File: src/rtl/reorder_buffer_commit.sv
// reorder_buffer_commit: in-order commit unit for the rename buffer.
// Entries are allocated at the tail by dispatch, marked finished by execution,
// and retire one per cycle from the head toward the ARF/rename table.
// Optional feature macro: ROB_PERF_CNT_EN adds a 64-bit commit counter port.
module reorder_buffer_commit #(
    parameter int RRF_NUM = 64,
    parameter int RRF_SEL = 6,
    parameter int REG_SEL = 5
) (
    input  logic               clk_i,
    input  logic               reset_i,
    input  logic               dp_en_i,
    input  logic               dp_dst_en_i,
    input  logic [REG_SEL-1:0] dp_dst_num_i,
    output logic               dp_ready_o,
    output logic [RRF_SEL-1:0] dp_rrftag_o,
    input  logic               fin_en_i,
    input  logic [RRF_SEL-1:0] fin_rrftag_i,
    output logic               commit_valid_o,
    output logic               completed_we_o,
    output logic [REG_SEL-1:0] completed_dst_num_o,
    output logic [RRF_SEL-1:0] completed_dst_rrftag_o,
    output logic [RRF_SEL:0]   rob_count_o
`ifdef ROB_PERF_CNT_EN
    ,
    output logic [63:0]        perf_commit_cnt_o
`endif
);

    localparam logic [RRF_SEL-1:0] TAG_ONE    = RRF_SEL'(1);
    localparam logic [RRF_SEL:0]   FULL_COUNT = (RRF_SEL + 1)'(RRF_NUM);

    logic [RRF_NUM-1:0] valid;
    logic [RRF_NUM-1:0] finished;
    logic [RRF_NUM-1:0] dst_en;
    logic [REG_SEL-1:0] dst_num [RRF_NUM];
    logic [RRF_SEL-1:0] head;
    logic [RRF_SEL-1:0] tail;
    logic [RRF_SEL:0]   count;

    logic dispatch;
    logic commit;

    // Handshake and commit port decoded from registered state only; no bypass.
    assign dp_ready_o             = (count != FULL_COUNT);
    assign dispatch               = dp_en_i & dp_ready_o;
    assign commit                 = valid[head] & finished[head];
    assign commit_valid_o         = commit;
    assign completed_we_o         = commit & dst_en[head];
    assign completed_dst_num_o    = dst_num[head];
    assign completed_dst_rrftag_o = head;
    assign dp_rrftag_o            = tail;
    assign rob_count_o            = count;

    // Entry status and pointers; later assignments win, so commit clears
    // beat a finish on the head and a dispatch beats a finish on the tail.
    always_ff @(posedge clk_i) begin
        if (reset_i) begin
            valid    <= '0;
            finished <= '0;
            head     <= '0;
            tail     <= '0;
            count    <= '0;
        end else begin
            if (fin_en_i && valid[fin_rrftag_i]) begin
                finished[fin_rrftag_i] <= 1'b1;
            end
            if (commit) begin
                valid[head]    <= 1'b0;
                finished[head] <= 1'b0;
                head           <= head + TAG_ONE;
            end
            if (dispatch) begin
                valid[tail]    <= 1'b1;
                finished[tail] <= 1'b0;
                tail           <= tail + TAG_ONE;
            end
            count <= count + {{RRF_SEL{1'b0}}, dispatch} - {{RRF_SEL{1'b0}}, commit};
        end
    end

    // Destination payload captured on allocation; writes to x0 never enable the ARF.
    always_ff @(posedge clk_i) begin
        if (dispatch) begin
            dst_en[tail]  <= dp_dst_en_i && (dp_dst_num_i != '0);
            dst_num[tail] <= dp_dst_num_i;
        end
    end

`ifdef ROB_PERF_CNT_EN
    // Free-running count of retired instructions, wrapping at 2^64.
    always_ff @(posedge clk_i) begin
        if (reset_i) begin
            perf_commit_cnt_o <= '0;
        end else if (commit) begin
            perf_commit_cnt_o <= perf_commit_cnt_o + 64'd1;
        end
    end
`endif

endmodule

File: config.mk
export PLATFORM = sky130hd
export DESIGN_NAME = reorder_buffer_commit
export DESIGN_NICKNAME = d
export VERILOG_FILES = /design/src/rtl/reorder_buffer_commit.sv
export SDC_FILE = /design/constraint.sdc
export NUM_CORES = 1
export LEC_CHECK = 0
export CORE_AREA = 2 2 260 365
export CTS_CLUSTER_DIAMETER = 80
export CTS_CLUSTER_SIZE = 10
export DETAILED_ROUTE_END_ITERATION = 6
export DIE_AREA = 0 0 262 367
export SLEW_MARGIN = 20
export SYNTH_ARGS = -nofsm -noshare
export SYNTH_HDL_FRONTEND = slang
export SYNTH_SLANG_ARGS = --single-unit
File: constraint.sdc
create_clock -name clk_i -period 4.55 [get_ports clk_i]
set_clock_uncertainty 0.15 [all_clocks]
set_input_delay 0.91 -clock clk_i [delete_from_list [all_inputs] [get_ports clk_i]]
set_output_delay 0.91 -clock clk_i [all_outputs]
set_load 0.03 [all_outputs]
Word level (Yosys, flattened, before mapping). Memories as Yosys holds them, arrays and structs flattened. A register that Yosys moved wholly into a read port is not among the register bits. Cells that the tools add are included.

Bits of input ports: 16. Bits in registers: 211. RAM bits: 320. Logic and storage cells: 61. Memories: 1.

Memory list: dst_num (depth 64, width 5, rd ports 1, clocked after memory_dff 1, wr ports 1, line 36) `logic [REG_SEL-1:0] dst_num [RRF_NUM];`.

Equality and inequality tests: 1. Mux-type cells: 27. Bitwise gates (word level): 10. Add/sub/neg operators: 4. Magnitude comparators: 6. Reductions and logical operators: 6.

Operators with widths (number): two-way mux 64 bit (8); AND 64 bit (3); NOT 64 bit (2); OR 64 bit (2); bitwise mux 64 bit (1); binary-select mux 1 bit (select 6 bit) (4); less-than comparator 6 x 7 -> 1 bit (second input constant) (3); demux 1 bit (select 6 bit) (3); greater-or-equal comparator 6 x 1 -> 1 bit (second input constant) (3); adder 6 x 1 -> 6 bit (second input constant) (2); two-way mux 6 bit (2); two-way mux 1 bit (9); adder 7 x 1 -> 7 bit (1); inequality test 7 bit (second input constant) (1); subtractor 7 x 1 -> 7 bit (1); logical AND 1 bit (5); nonzero test 5 bit (1); AND 1 bit (3).

Logic depth before layout (Yosys ltp). Gate-level depths: netlist (run 1).

Depth after elaboration: 12. Mapped depth: 24. Gate-level depth less buffers: 18.

Worst setup path before layout (run 1). OpenSTA, ideal clock, no wires.

Path type: register -> register. From: register head[1] (netlist: completed_dst_rrftag_o[1]). To: register count[6] (netlist: rob_count_o[6]). Stages on the path, launching flop included: 24. Period minus slack after synthesis: 4532 ps. Arrival time: 4250 ps. Setup time: 132 ps. Slack: 18 ps. Buffers on the path: 5. Cells stage by stage: dfxtp_1 > buf_4 > buf_6 > buf_2 > nand2_1 > mux4_2 > o32ai_1 > a211oi_2 > and4_1 > buf_6 > buf_12 > nor2_1 > ha_1 > inv_1 > ha_1 > inv_1 > fa_1 > inv_1 > a21oi_1 > nor2_1 > o21ai_0 > a21oi_1 > or3_1 > a21oi_1.

Longest elaborated chain between the ends: 4.

RTL lines: from (decl) (line 37) `logic [RRF_SEL-1:0] head;`; from (signal assigned) (line 71) `head <= head + TAG_ONE;`; binary-select mux 1 bit (select 6 bit) (line 47) `assign commit = valid[head] & finished[head];`; two-way mux 1 bit (not written as such) (line 47); AND 1 bit (*) (line 47); net commit_valid_o (line 19) `output logic commit_valid_o,`; subtractor 7 x 1 -> 7 bit (*) (line 78) `count <= count + {{RRF_SEL{1'b0}}, dispatch} - {{RRF_SEL{1'b0}}, commit};`; to (signal assigned) (line 78); to (decl) (line 39) `logic [RRF_SEL:0] count;`.

Mark *: on every way through the listed nets, which the timed path passes. The rest lies on a longest branch. The select of a mux whose other input is x is not followed. A chain may end at the register's enable or synchronous reset.

Worst setup path in the final report (run 1).
From: register head[2] (netlist: completed_dst_rrftag_o[2]). To: output port completed_we_o.

Longest elaborated chain between the ends: 4.

RTL lines: binary-select mux 1 bit (select 6 bit) (line 47); two-way mux 1 bit (not written as such) (line 47); AND 1 bit (line 47); AND 1 bit (*) (line 49) `assign completed_we_o = commit & dst_en[head];`; to (decl) (line 20) `output logic completed_we_o,`.

Mark *: on every way between the ends. The rest lies on a longest branch, timed or not. The select of a mux whose other input is x is not followed.

==> results of run 1 <==
==> metal layers <==
layer	share of wire, %	wire, um	up-vias
met2	51	39300	715
met5	0	0	-
met4	7.7	5910	0
met1	36	27700	7854
met3	5.5	4240	260
li1	-	-	6665
==> kinds of logic (layout without fill, tap and decap cells) <==
logic type	Yosys count	count (layout)
adders and majority gates	12	12
DFF	537	537
buffers and inverters	144	385
and+or+nand+nor	368	368
muxes	166	166
xor gates and xnor gates	6	6
AOI/OAI and AO/OA	342	342
==> per-stage QoR <==
stage                     total power, uW  setup slack, ns  hold WS, ns  instance area [um^2]  TNS [ns]
after floorplan                      5770           0.0177        0.332                 23100         0
after global placement               6030           -0.222        0.358                 26000    -0.222
after detailed placement             6040          -0.0835        0.361                 26000   -0.0835
after CTS                           10400           0.0189        0.370                 27800         0
after global routing                10600          -0.0138        0.386                 27800   -0.0138
final                               10300           0.0961        0.372                 27800         0
==> power by group through the flow <==
stage                     registers, uW  clock network, uW  logic [uW]
after floorplan                    5450                  0         321
after global placement             5420                  0         609
after detailed placement           5420                  0         620
after CTS                          5320               4440         621
after global routing               5320               4620         672
final                              5320               4370         621
==> synthesized netlist by cell type, types with 8 or more instances <==
library cell and number:
sky130_fd_sc_hd__a211oi_1 49, sky130_fd_sc_hd__clkbuf_1 51, sky130_fd_sc_hd__nand3_1 19, sky130_fd_sc_hd__inv_1 33
sky130_fd_sc_hd__a2111oi_0 26, sky130_fd_sc_hd__a221oi_1 20, sky130_fd_sc_hd__or3_1 17, sky130_fd_sc_hd__edfxtp_1 384
sky130_fd_sc_hd__nor2_1 209, sky130_fd_sc_hd__a22oi_1 12, sky130_fd_sc_hd__a21oi_1 92, sky130_fd_sc_hd__a2111oi_2 20
sky130_fd_sc_hd__or2_2 8, sky130_fd_sc_hd__nand3b_1 11, sky130_fd_sc_hd__buf_6 13, sky130_fd_sc_hd__buf_1 18
sky130_fd_sc_hd__nand2_1 33, sky130_fd_sc_hd__a31oi_1 17, sky130_fd_sc_hd__mux2_2 10, sky130_fd_sc_hd__a311oi_1 16
sky130_fd_sc_hd__o21ai_0 17, sky130_fd_sc_hd__buf_2 20, sky130_fd_sc_hd__dfxtp_1 153, sky130_fd_sc_hd__nand2b_1 18
sky130_fd_sc_hd__ha_1 11, sky130_fd_sc_hd__nor3_1 8, sky130_fd_sc_hd__o22ai_1 26, sky130_fd_sc_hd__mux2i_1 33
sky130_fd_sc_hd__mux4_2 121
==> final timing paths <==
path,cells after the start,slack [ns],endpoint,start
max,10,0.1,completed_we_o,completed_dst_rrftag_o[2]
min,2,0.37,finished[54],finished[54]
max reg2reg,20,0.24,rob_count_o[6],completed_dst_rrftag_o[2]
min reg2reg,2,0.37,finished[54],finished[54]
==> cell type report <==
class                           instances  share of cell area, %
Clock inverter                          3                  0.198
Inverter                               36                  0.486
Sequential cell                       537                   52.5
Multi-Input combinational cell        894                   28.1
Clock buffer                          102                   5.97
Tap cell                             1215                   5.47
Timing Repair Buffer                  244                   7.27
==> what timing repair did <==
item                       CTS  global route
setup endpoints to repair    3             2
buffers inserted             1             0
resized for setup            6            10
==> cells in the final DEF (no fill, tap or decap), types with 10 or more instances in the layout <==
master / count
sky130_fd_sc_hd__buf_4: 199
sky130_fd_sc_hd__a311oi_1: 16
sky130_fd_sc_hd__or3_1: 17
sky130_fd_sc_hd__clkbuf_16: 60
sky130_fd_sc_hd__nand3_1: 18
sky130_fd_sc_hd__a211oi_1: 49
sky130_fd_sc_hd__ha_1: 11
sky130_fd_sc_hd__a22oi_1: 12
sky130_fd_sc_hd__nor2_1: 209
sky130_fd_sc_hd__dfxtp_1: 148
sky130_fd_sc_hd__mux4_2: 121
sky130_fd_sc_hd__mux2_2: 10
sky130_fd_sc_hd__mux2i_1: 33
sky130_fd_sc_hd__buf_12: 10
sky130_fd_sc_hd__a31oi_1: 17
sky130_fd_sc_hd__nand3b_1: 11
sky130_fd_sc_hd__nand2b_1: 17
sky130_fd_sc_hd__clkdlybuf4s50_1: 29
sky130_fd_sc_hd__a2111oi_0: 25
sky130_fd_sc_hd__a21oi_1: 91
sky130_fd_sc_hd__nand2_1: 32
sky130_fd_sc_hd__inv_1: 33
sky130_fd_sc_hd__a221oi_1: 18
sky130_fd_sc_hd__clkbuf_1: 42
sky130_fd_sc_hd__a2111oi_2: 20
sky130_fd_sc_hd__o21ai_0: 16
sky130_fd_sc_hd__edfxtp_1: 384
sky130_fd_sc_hd__o22ai_1: 26
==> tightest hold or removal path, cell delays in order, from the launching register on <==
cell,delay [ns]
sky130_fd_sc_hd__dfxtp_1,0.31
sky130_fd_sc_hd__a21oi_1,0.10
sky130_fd_sc_hd__a2111oi_0,0.06
==> flip-flops by register name, summed over array words and instances (netlist names), named ones only <==
signal / cells
completed_dst_rrftag_o: 6
dst_en: 64
rob_count_o: 7
dp_rrftag_o: 6
valid: 64
finished: 64
dst_num: 320
==> impl_metrics.prom, run 1 <==
# TYPE chip_impl_metric gauge
chip_impl_info{name="outcome",value="completed"} 1
chip_impl_metric{name="largest_fanout_on_the_critical_path",unit=""} 11
chip_impl_metric{name="drt_wl_total",unit="um"} 77200
chip_impl_info{name="cp_cell_sequence",value="buf_4 > mux2_4 > a221oi_1 > o21ai_0 > a211oi_2 > nand4_1 > nand3_1 > a21oi_2 > buf_4 > buf_12"} 1
chip_impl_info{name="worst_path_dominant_cell_family",value="compound AO/OA/AOI/OAI gates"} 1
chip_impl_metric{name="clock_path_buffers",unit=""} 3
chip_impl_metric{name="fp.dieArea",unit="um^2"} 96200
chip_impl_metric{name="nNetsFinal",unit=""} 1800
chip_impl_metric{name="post-route-drc-count",unit=""} 0
chip_impl_metric{name="ys.warnings.count",unit=""} 0
chip_impl_info{name="timing.hold.worst.class",value="reg -> reg"} 1
chip_impl_metric{name="buffer_ports.inserted",unit=""} 42
chip_impl_metric{name="timing.critical_path.slowest_cell_delay",unit="ns"} 0.50
chip_impl_metric{name="global_route.usage.met3",unit="%"} 2.07
chip_impl_metric{name="wl_per_cell",unit="um"} 25.5
chip_impl_metric{name="synth_compound_area_share",unit="%"} 11.2
chip_impl_metric{name="post_synth_mux_area_share",unit="%"} 13.9
chip_impl_metric{name="core",unit="um^2"} 93200
chip_impl_metric{name="h-tree-depth",unit=""} 2
chip_impl_metric{name="cp.required",unit="ns"} 3.49
chip_impl_metric{name="io_pins",unit=""} 43
chip_impl_info{name="cts_tree",value="yes"} 1
chip_impl_info{name="critical_path_cell_with_the_highest_stage_delay",value="sky130_fd_sc_hd__dfxtp_4"} 1
chip_impl_metric{name="groute.layer.met1.usage",unit="%"} 17.8
chip_impl_metric{name="worst_slew_pin_slew",unit="ns"} 0.970
chip_impl_metric{name="ys_ff_latch",unit=""} 537
chip_impl_metric{name="vias_in_the_first_global_route",unit=""} 15847
chip_impl_metric{name="pin_count_of_the_biggest_net_entering_global_routing",unit=""} 83
chip_impl_info{name="setup.worst_path.start_class",value="flop"} 1
chip_impl_metric{name="cp.arrival",unit="ns"} 3.39
chip_impl_metric{name="path_clk_slew",unit="ns"} 0.07
chip_impl_metric{name="drv_cap",unit=""} 0
chip_impl_metric{name="tritoncts_buffers",unit=""} 59
chip_impl_metric{name="post_synth_instance_area",unit="um^2"} 23100
chip_impl_metric{name="min_period",unit="ns"} 4.45
chip_impl_metric{name="seq_area_frac_synth",unit="%"} 63.3
chip_impl_metric{name="power.sequential.fraction",unit="%"} 51.6
chip_impl_metric{name="seqCellArea",unit="um^2"} 14600
chip_impl_metric{name="fmaxAchievable",unit="MHz"} 225
chip_impl_metric{name="irDropWorstVdd",unit="V"} 0.000301
chip_impl_metric{name="globalRouteTotalUtil",unit="%"} 15.9
chip_impl_metric{name="nFillCells",unit=""} 9262
chip_impl_metric{name="final_setup_violating_endpoints",unit=""} 0
chip_impl_metric{name="die_h",unit="um"} 367
chip_impl_metric{name="dpl.hpwl",unit="um"} 56400
chip_impl_metric{name="multiInputGateArea",unit="um^2"} 7810
chip_impl_metric{name="place_inst",unit=""} 2925
chip_impl_metric{name="synth_cell_type_count",unit=""} 72
chip_impl_metric{name="layout.core_utilization",unit="%"} 29.8
chip_impl_metric{name="floorplan.die.width",unit="um"} 262
chip_impl_metric{name="worst-path-buf-inv",unit=""} 3
chip_impl_metric{name="power.density_cell_area",unit="nW/um^2"} 371
chip_impl_info{name="crit_path_end_kind",value="output port"} 1
chip_impl_metric{name="postSynth.asyncResetShare",unit="%"} 0
chip_impl_info{name="synth_top_family_by_area",value="multiplexers"} 1
chip_impl_metric{name="hold_viol",unit=""} 0
chip_impl_metric{name="via_count",unit=""} 15494
chip_impl_metric{name="initial_core_util",unit="%"} 24.7
chip_impl_metric{name="grtUsageMet2",unit="%"} 28.0
chip_impl_metric{name="final_layout_size_suffix_gt1_share",unit="%"} 26.1
chip_impl_info{name="grt-busiest-layer",value="met2"} 1
chip_impl_metric{name="number_of_clock_sinks",unit=""} 537
chip_impl_metric{name="netSwitchingPower",unit="uW"} 2350
chip_impl_metric{name="drtIter0Drc",unit=""} 1496
chip_impl_metric{name="layout_worst_path_cycle_share",unit="%"} 97.9
chip_impl_metric{name="routability_cong",unit=""} 0.986
chip_impl_metric{name="p_int",unit="uW"} 7960
chip_impl_metric{name="power.share.switching",unit="%"} 22.8
chip_impl_metric{name="grt_overflow",unit=""} 0
chip_impl_info{name="crit_path_most_repeated_cell",value="sky130_fd_sc_hd__buf_4"} 1
chip_impl_metric{name="antenna_found_initial",unit=""} 4
chip_impl_metric{name="drt.antenna.violating_nets",unit=""} 0
chip_impl_metric{name="syn_avg_cell_area",unit="um^2"} 14.6
chip_impl_info{name="post_synth_main_area_contributors",value="sky130_fd_sc_hd__edfxtp_1 (50%), sky130_fd_sc_hd__dfxtp_1 (13%), sky130_fd_sc_hd__mux4_2 (12%), sky130_fd_sc_hd__nor2_1 (3.4%), sky130_fd_sc_hd__a21oi_1 (2.0%)"} 1
chip_impl_metric{name="post_layout_nonfiller_instances",unit=""} 3031
chip_impl_info{name="synth-main-ff-cell",value="sky130_fd_sc_hd__edfxtp_1"} 1
chip_impl_metric{name="via_per_inst",unit=""} 5.11
chip_impl_metric{name="synth.net_count",unit=""} 1603
chip_impl_info{name="clock_tree.root_cell",value="sky130_fd_sc_hd__clkbuf_16"} 1
chip_impl_metric{name="first_pass_grt_wire_length",unit="um"} 111000
chip_impl_metric{name="synth_fa_ha_area_share",unit="%"} 0.684
chip_impl_metric{name="yosys.area_share.simple",unit="%"} 7.71
chip_impl_metric{name="synth_enable_flop_cells",unit=""} 384
chip_impl_metric{name="drt_first_pass_iters",unit=""} 5
chip_impl_metric{name="comb_power_share",unit="%"} 6.0
chip_impl_metric{name="clkLatencyLatePin",unit="ns"} 0.63
chip_impl_metric{name="diodes",unit=""} 0
chip_impl_metric{name="timing.final.max_slew_violations",unit=""} 0
chip_impl_metric{name="gate_count_after_technology_mapping",unit=""} 1575
chip_impl_info{name="netlist.top_cell.by_area",value="sky130_fd_sc_hd__edfxtp_1"} 1
chip_impl_metric{name="area_delta_synth_final",unit="%"} 20.6
chip_impl_metric{name="relSlewSlack",unit="%"} 34.9
chip_impl_metric{name="rows",unit=""} 133
chip_impl_info{name="worstSetupPathType",value="reg -> out"} 1
chip_impl_metric{name="leakagePower",unit="uW"} 0.00851
chip_impl_metric{name="synth.top_cell.area_share",unit="%"} 50.0
chip_impl_metric{name="p_clk_share",unit="%"} 42.4
chip_impl_metric{name="cts_hold_repair.buffers",unit=""} 0
chip_impl_info{name="grt_setup_unrepaired",value="true"} 1
chip_impl_metric{name="yosys.area_share.xor_xnor",unit="%"} 0.228
Power figures use the tool's default switching activity.
==> inputs of run 2 (changes only) <==
--- a/config.mk
+++ b/config.mk
@@ -10,6 +10,7 @@
 export CTS_CLUSTER_SIZE = 10
 export DETAILED_ROUTE_END_ITERATION = 6
 export DIE_AREA = 0 0 262 367
+export HOLD_SLACK_MARGIN = 0.1
 export SLEW_MARGIN = 20
 export SYNTH_ARGS = -nofsm -noshare
 export SYNTH_HDL_FRONTEND = slang
==> results of run 2 <==
Same layout as run 1: the final DEF is identical, and so are final timing and power.
